===== src/rtl/edge_read_arbiter_if.sv =====
// Read-side bundle between the input buffers, the arbiter and the output mux.
// The arbiter takes the slave view; buffers/link (or a bench) take the master view.
interface edge_read_arbiter_if #(
    parameter int NUM_PORTS = 4
);
    logic [NUM_PORTS-1:0] req_i;
    logic [NUM_PORTS-1:0] tail_i;
    logic                 out_ready_i;
    logic [NUM_PORTS-1:0] read_o;
    logic [NUM_PORTS-1:0] grant_o;
    logic                 out_valid_o;
    logic                 busy_o;
    logic                 err_o;

    modport slave (
        input  req_i, tail_i, out_ready_i,
        output read_o, grant_o, out_valid_o, busy_o, err_o
    );

    modport master (
        output req_i, tail_i, out_ready_i,
        input  read_o, grant_o, out_valid_o, busy_o, err_o
    );
endinterface


===== src/rtl/edge_read_arbiter.sv =====
// Packet-aware round-robin read scheduler: holds a one-hot grant from head to tail flit
// and drives the one-hot read enable of the output OR-mux.
module edge_read_arbiter #(
    parameter int NUM_PORTS = 4,
    parameter int MAX_FLITS = 16
) (
    input logic                clk_i,
    input logic                rst_i,
    edge_read_arbiter_if.slave bus
);
    localparam int CNT_W = $clog2(MAX_FLITS + 1);
    localparam int PTR_W = $clog2(NUM_PORTS);

    typedef enum logic {IDLE, LOCKED} state_t;

    state_t               r_state, w_state_nxt;
    logic [NUM_PORTS-1:0] r_grant, w_grant_nxt;
    logic [PTR_W-1:0]     r_prio,  w_prio_nxt;
    logic [CNT_W-1:0]     r_cnt,   w_cnt_nxt;
    logic                 r_err,   w_err_nxt;

    logic w_sel_req;
    logic w_sel_tail;
    logic w_fire;
    logic w_cnt_last;

    // First set request scanning upward from prio, wrapping around.
    function automatic logic [NUM_PORTS-1:0] rr_pick(input logic [NUM_PORTS-1:0] req,
                                                     input logic [PTR_W-1:0]     prio);
        logic [NUM_PORTS-1:0] pick;
        logic                 found;
        logic [PTR_W-1:0]     idx;
        pick  = '0;
        found = 1'b0;
        for (int i = 0; i < NUM_PORTS; i++) begin
            idx = PTR_W'((int'(prio) + i) % NUM_PORTS);
            if (!found && req[idx]) begin
                pick[idx] = 1'b1;
                found     = 1'b1;
            end
        end
        return pick;
    endfunction

    function automatic logic [PTR_W-1:0] next_prio(input logic [NUM_PORTS-1:0] grant);
        logic [PTR_W-1:0] nxt;
        nxt = '0;
        for (int i = 0; i < NUM_PORTS; i++) begin
            if (grant[i]) nxt = PTR_W'((i + 1) % NUM_PORTS);
        end
        return nxt;
    endfunction

    assign w_sel_req  = |(r_grant & bus.req_i);
    assign w_sel_tail = |(r_grant & bus.tail_i);
    assign w_fire     = (r_state == LOCKED) && w_sel_req && bus.out_ready_i;
    assign w_cnt_last = (r_cnt == CNT_W'(MAX_FLITS - 1));

    always_ff @(posedge clk_i or posedge rst_i) begin
        if (rst_i) begin
            r_state <= IDLE;
            r_grant <= '0;
            r_prio  <= '0;
            r_cnt   <= '0;
            r_err   <= 1'b0;
        end else begin
            r_state <= w_state_nxt;
            r_grant <= w_grant_nxt;
            r_prio  <= w_prio_nxt;
            r_cnt   <= w_cnt_nxt;
            r_err   <= w_err_nxt;
        end
    end

    always_comb begin
        w_state_nxt = r_state;
        w_grant_nxt = r_grant;
        w_prio_nxt  = r_prio;
        w_cnt_nxt   = r_cnt;
        w_err_nxt   = 1'b0;
        case (r_state)
            IDLE: begin
                if (|bus.req_i) begin
                    w_grant_nxt = rr_pick(bus.req_i, r_prio);
                    w_cnt_nxt   = '0;
                    w_state_nxt = LOCKED;
                end
            end
            LOCKED: begin
                // Stalls (underrun or no ready) simply hold the grant; the wormhole blocks others.
                if (w_fire) begin
                    w_cnt_nxt = r_cnt + CNT_W'(1);
                    if (w_sel_tail || w_cnt_last) begin
                        w_state_nxt = IDLE;
                        w_grant_nxt = '0;
                        w_prio_nxt  = next_prio(r_grant);
                        w_err_nxt   = !w_sel_tail;
                    end
                end
            end
            default: w_state_nxt = IDLE;
        endcase
    end

    assign bus.read_o      = (w_fire && !rst_i) ? r_grant : '0;
    assign bus.out_valid_o = (r_state == LOCKED) && w_sel_req && !rst_i;
    assign bus.grant_o     = r_grant;
    assign bus.busy_o      = (r_state == LOCKED);
    assign bus.err_o       = r_err;

    a_read_onehot_subset: assert property (@(posedge clk_i) disable iff (rst_i)
        $onehot0(bus.read_o) && ((bus.read_o & ~bus.grant_o) == '0));
endmodule


===== src/flat_wrapper.sv =====
// flat-port wrapper written by rule: the top's interface ports become plain ports
module edge_read_arbiter_flat 
#(
    parameter int NUM_PORTS = 4,
    parameter int MAX_FLITS = 16
)
  (clk_i, rst_i, bus_req_i, bus_tail_i, bus_out_ready_i, bus_read_o, bus_grant_o, bus_out_valid_o, bus_busy_o, bus_err_o);
  edge_read_arbiter_if #(.NUM_PORTS(NUM_PORTS)) bus_i ();
  input logic clk_i;
  input logic rst_i;
  input wire logic [$bits(bus_i.req_i)-1:0] bus_req_i;
  input wire logic [$bits(bus_i.tail_i)-1:0] bus_tail_i;
  input wire logic [$bits(bus_i.out_ready_i)-1:0] bus_out_ready_i;
  output wire logic [$bits(bus_i.read_o)-1:0] bus_read_o;
  output wire logic [$bits(bus_i.grant_o)-1:0] bus_grant_o;
  output wire logic [$bits(bus_i.out_valid_o)-1:0] bus_out_valid_o;
  output wire logic [$bits(bus_i.busy_o)-1:0] bus_busy_o;
  output wire logic [$bits(bus_i.err_o)-1:0] bus_err_o;
  assign bus_i.req_i = bus_req_i;
  assign bus_i.tail_i = bus_tail_i;
  assign bus_i.out_ready_i = bus_out_ready_i;
  assign bus_read_o = bus_i.read_o;
  assign bus_grant_o = bus_i.grant_o;
  assign bus_out_valid_o = bus_i.out_valid_o;
  assign bus_busy_o = bus_i.busy_o;
  assign bus_err_o = bus_i.err_o;
  edge_read_arbiter #(.NUM_PORTS(NUM_PORTS), .MAX_FLITS(MAX_FLITS)) u_core (.clk_i(clk_i), .rst_i(rst_i), .bus(bus_i));
endmodule

===== config.mk =====
export PLATFORM = sky130hd
export DESIGN_NAME = edge_read_arbiter_flat
export DESIGN_NICKNAME = d
export VERILOG_FILES = /design/src/rtl/edge_read_arbiter_if.sv /design/src/rtl/edge_read_arbiter.sv /design/src/flat_wrapper.sv
export SDC_FILE = /design/constraint.sdc
export NUM_CORES = 1
export LEC_CHECK = 0
export CORE_ASPECT_RATIO = 1.25
export CORE_UTILIZATION = 40
export CTS_CLUSTER_SIZE = 8
export DETAILED_ROUTE_END_ITERATION = 10
export PLACE_DENSITY = 0.7
export SLEW_MARGIN = 10
export SYNTH_ARGS = -nofsm -noshare
export SYNTH_HDL_FRONTEND = slang
export SYNTH_SLANG_ARGS = --single-unit

===== constraint.sdc =====
create_clock -name clk_i -period 2.9 [get_ports clk_i]
set_input_delay 0.29 -clock clk_i [delete_from_list [all_inputs] [get_ports clk_i]]
set_output_delay 0.29 -clock clk_i [all_outputs]
set_load 0.005 [all_outputs]

==> impl_metrics.toml <==
[global_route]
grt_start_max_net_pins = 14
grt_pass1_wl_mm = 3.84
grt_antenna_before_repair = 0
grt.total_usage_pct = 18.7
grt_pass1_vias = 914
globalRouteOverflowTotal = 0

[route]
vias = 965
routed_wl_mm = 2.42
drt_iter0_drc = 52
drc_errors = 0
postRouteAntennaNets = 0
via_per_inst = 5.78
drtPass1Iterations = 4
avgRoutedWirePerCell_um = 14.5

[logic_synthesis]
yosysSeqAreaShare_pct = 30.7
mappedNetlistArea_um2 = 1060
synth_top_area_share_pct = 30.7
yosys.area.top_type = "dfrtp_1"
synth_fp_nets = 133
synthTopCellsByArea = "dfrtp_1, ha_1, a221o_1"
synth_edf_count = 0
syn_inst = 113
post_synth_num_cell_types = 35
yosys_most_used_dff = "dfrtp_1"
avgSynthCellArea_um2 = 9.38
ys_seq_elements = 13
synthArstFlopShare_pct = 100
ys_warn_count = 0

[power]
p_per_area_nw_per_um2 = 324
p_sw_w = 0.000123
p_sw_share_pct = 28.8
power.internal_w = 0.000304
seqPwrFrac_pct = 49.1
power.leakage_nw = 0.576
ir_drop_v = 0.000134
p_clk_share_pct = 26.7
comb_power_share_pct = 24.3

[floorplanning]
fp.dieH_um = 59.6
placementRows = 20
io_pins = 22
start_util_pct = 42.8
dieWidth_um = 48.0
die_area_um2 = 2860
core_um2 = 2480

[run]
cap_violations = 0

[timing]
hold_violations = 0
fin_tns_setup_ns = 0
fmaxAchievable_mhz = 400
min_period_ns = 2.50
tightest_slew_ns = 0.743
grt_setup_unrepaired = "no"
max_slew_margin_pct = 50.3
clock_skew_ns = 0.00958
drv_slew = 0
min_period_over_period_pct = 86.1
fin_hold_ws_ns = 0.422
finalSetupViolCount = 0

[hold_path]
min_path_type = "input pin to asynchronous set/reset pin"

[setup_path]
cp-end-kind = "register"
crit_fanout = 12
path_common_cell = "a221o_1"
worstSetupPathType = "register to register"
cp_slowest_cell = "dfrtp_1"
critPathBufInv = 1
max_stage_delay_ns = 0.54
cp.arrival_ns = 2.67
crit_family = "compound AO/OA/AOI/OAI gates"
cp_cell_sequence = "inv_1, ha_1, mux2_2, o211a_1, o21a_1, a221o_1, a221o_1"
start_kind = "register"
required_ns = 3.07

[final_layout]
area_delta_synth_final_pct = 24.3
nFillCells = 226
layout-drive-gt1-share_pct = 8.96
antenna_cells = 0
fin_cells = 167
layout.nets = 155
finalInstanceArea_um2 = 1320

[cts]
path_clk_slew_ns = 0.09
cts_made_buffers = 3
cts_tree = "yes"
htree_levels = 1
postCtsHoldBufs = 0
cts_buffer_depth = 2
cts_root_buf = "clkbuf_4"
cts_setup_buffers = 0
insertion_delay_ns = 0.28
cts.sink_count = 13
cts_resized = 0

[place]
post-dp-hpwl_mm = 1.89
gp_congestion = 0.902
place_area_um2 = 1290
portBuffers = 21
dp.cells = 163

[status]
status = "finished, final reports clean"
[cell usage after synthesis, drive strengths merged, types with 4 or more instances]
library cell,count
nor2,9
o21a,5
nand2,9
buf,5
a221o,8
dfrtp,13
a22oi,4
a21oi,5
and2,4
inv,7
nor3b,5
ha,9
[cells in the final DEF (no fill, tap or decap), types with 5 or more instances in the layout]
| cell | n |
|---|---|
| ha_1 | 9 |
| inv_1 | 7 |
| clkdlybuf4s50_1 | 21 |
| a221o_1 | 8 |
| nor2_1 | 9 |
| nand2_1 | 9 |
| a21oi_1 | 5 |
| o21a_1 | 5 |
| nor3b_1 | 5 |
| dfrtp_1 | 13 |
[sequential cells by signal (all words and copies together), names as in the netlist]
| name | cells |
|---|---|
| u_core.r_prio | 2 |
| u_core.r_cnt | 5 |
| u_core.bus.err_o | 1 |
| u_core.bus.busy_o | 1 |
| u_core.bus.grant_o | 4 |
[power groups by stage]
stage	clock network [W]	logic, W	registers (W)
2_1_floorplan	0	0.0000723	0.000210
3_3_place_gp	0	0.000100	0.000212
3_5_place_dp	0	0.000103	0.000212
4_1_cts	0.000114	0.000104	0.000210
5_1_grt	0.000122	0.000117	0.000213
6_report	0.000114	0.000104	0.000209
[routing by layer]
metal  GRT usage (%)  share of wire (%)  up-vias
met5               0                  0        -
met4            8.33               0.78        0
met3            2.13                4.5        2
met2            32.2                 51       36
met1            22.1                 44      463
li1                -                  -      464
[cells by family (layout without fill, tap and decap cells)]
group	after synthesis	count (layout)	synth area share, %
muxes	5	5	6.14
and+or+nand+nor	37	37	18.5
adders and majority gates	9	9	10.6
buffers and inverters	14	35	6.49
xor gates and xnor gates	2	2	1.65
AOI/OAI and AO/OA	33	33	25.9
DFF	13	13	30.7
[path summary, 6_finish.rpt]
check | from | end | slack (ns) | cells past startpoint
max in group asynchronous | rst_i | u_core.r_cnt[1] | 2.13 | 2
setup / recovery | u_core.r_prio[1] | u_core.bus.grant_o[1] | 0.40 | 7
hold reg to reg | u_core.r_cnt[4] | u_core.r_cnt[4] | 0.51 | 2
hold / removal | rst_i | u_core.bus.busy_o | 0.42 | 2
setup reg to reg | u_core.r_prio[1] | u_core.bus.grant_o[1] | 0.40 | 7
min in group clk_i | u_core.r_cnt[4] | u_core.r_cnt[4] | 0.51 | 2
[per-stage QoR]
step                      worst slack, ns  utilization, %  total power (W)
after floorplan                     0.606               -         0.000282
after global placement              0.431            52.1         0.000312
after detailed placement            0.394            52.1         0.000315
after CTS                           0.397            53.2         0.000427
after global routing                0.172            53.2         0.000451
final                               0.403            53.2         0.000427
[area by class of cell]
cell class	instances	area, um2	share of cell area [%]
Sequential cell	13	325	24.7
Timing Repair Buffer	24	233	17.7
Multi-Input combinational cell	86	666	50.5
Inverter	7	26.3	1.99
Tap cell	33	41.3	3.13
Clock buffer	4	26.3	1.99
Power figures use the tool's default switching activity.
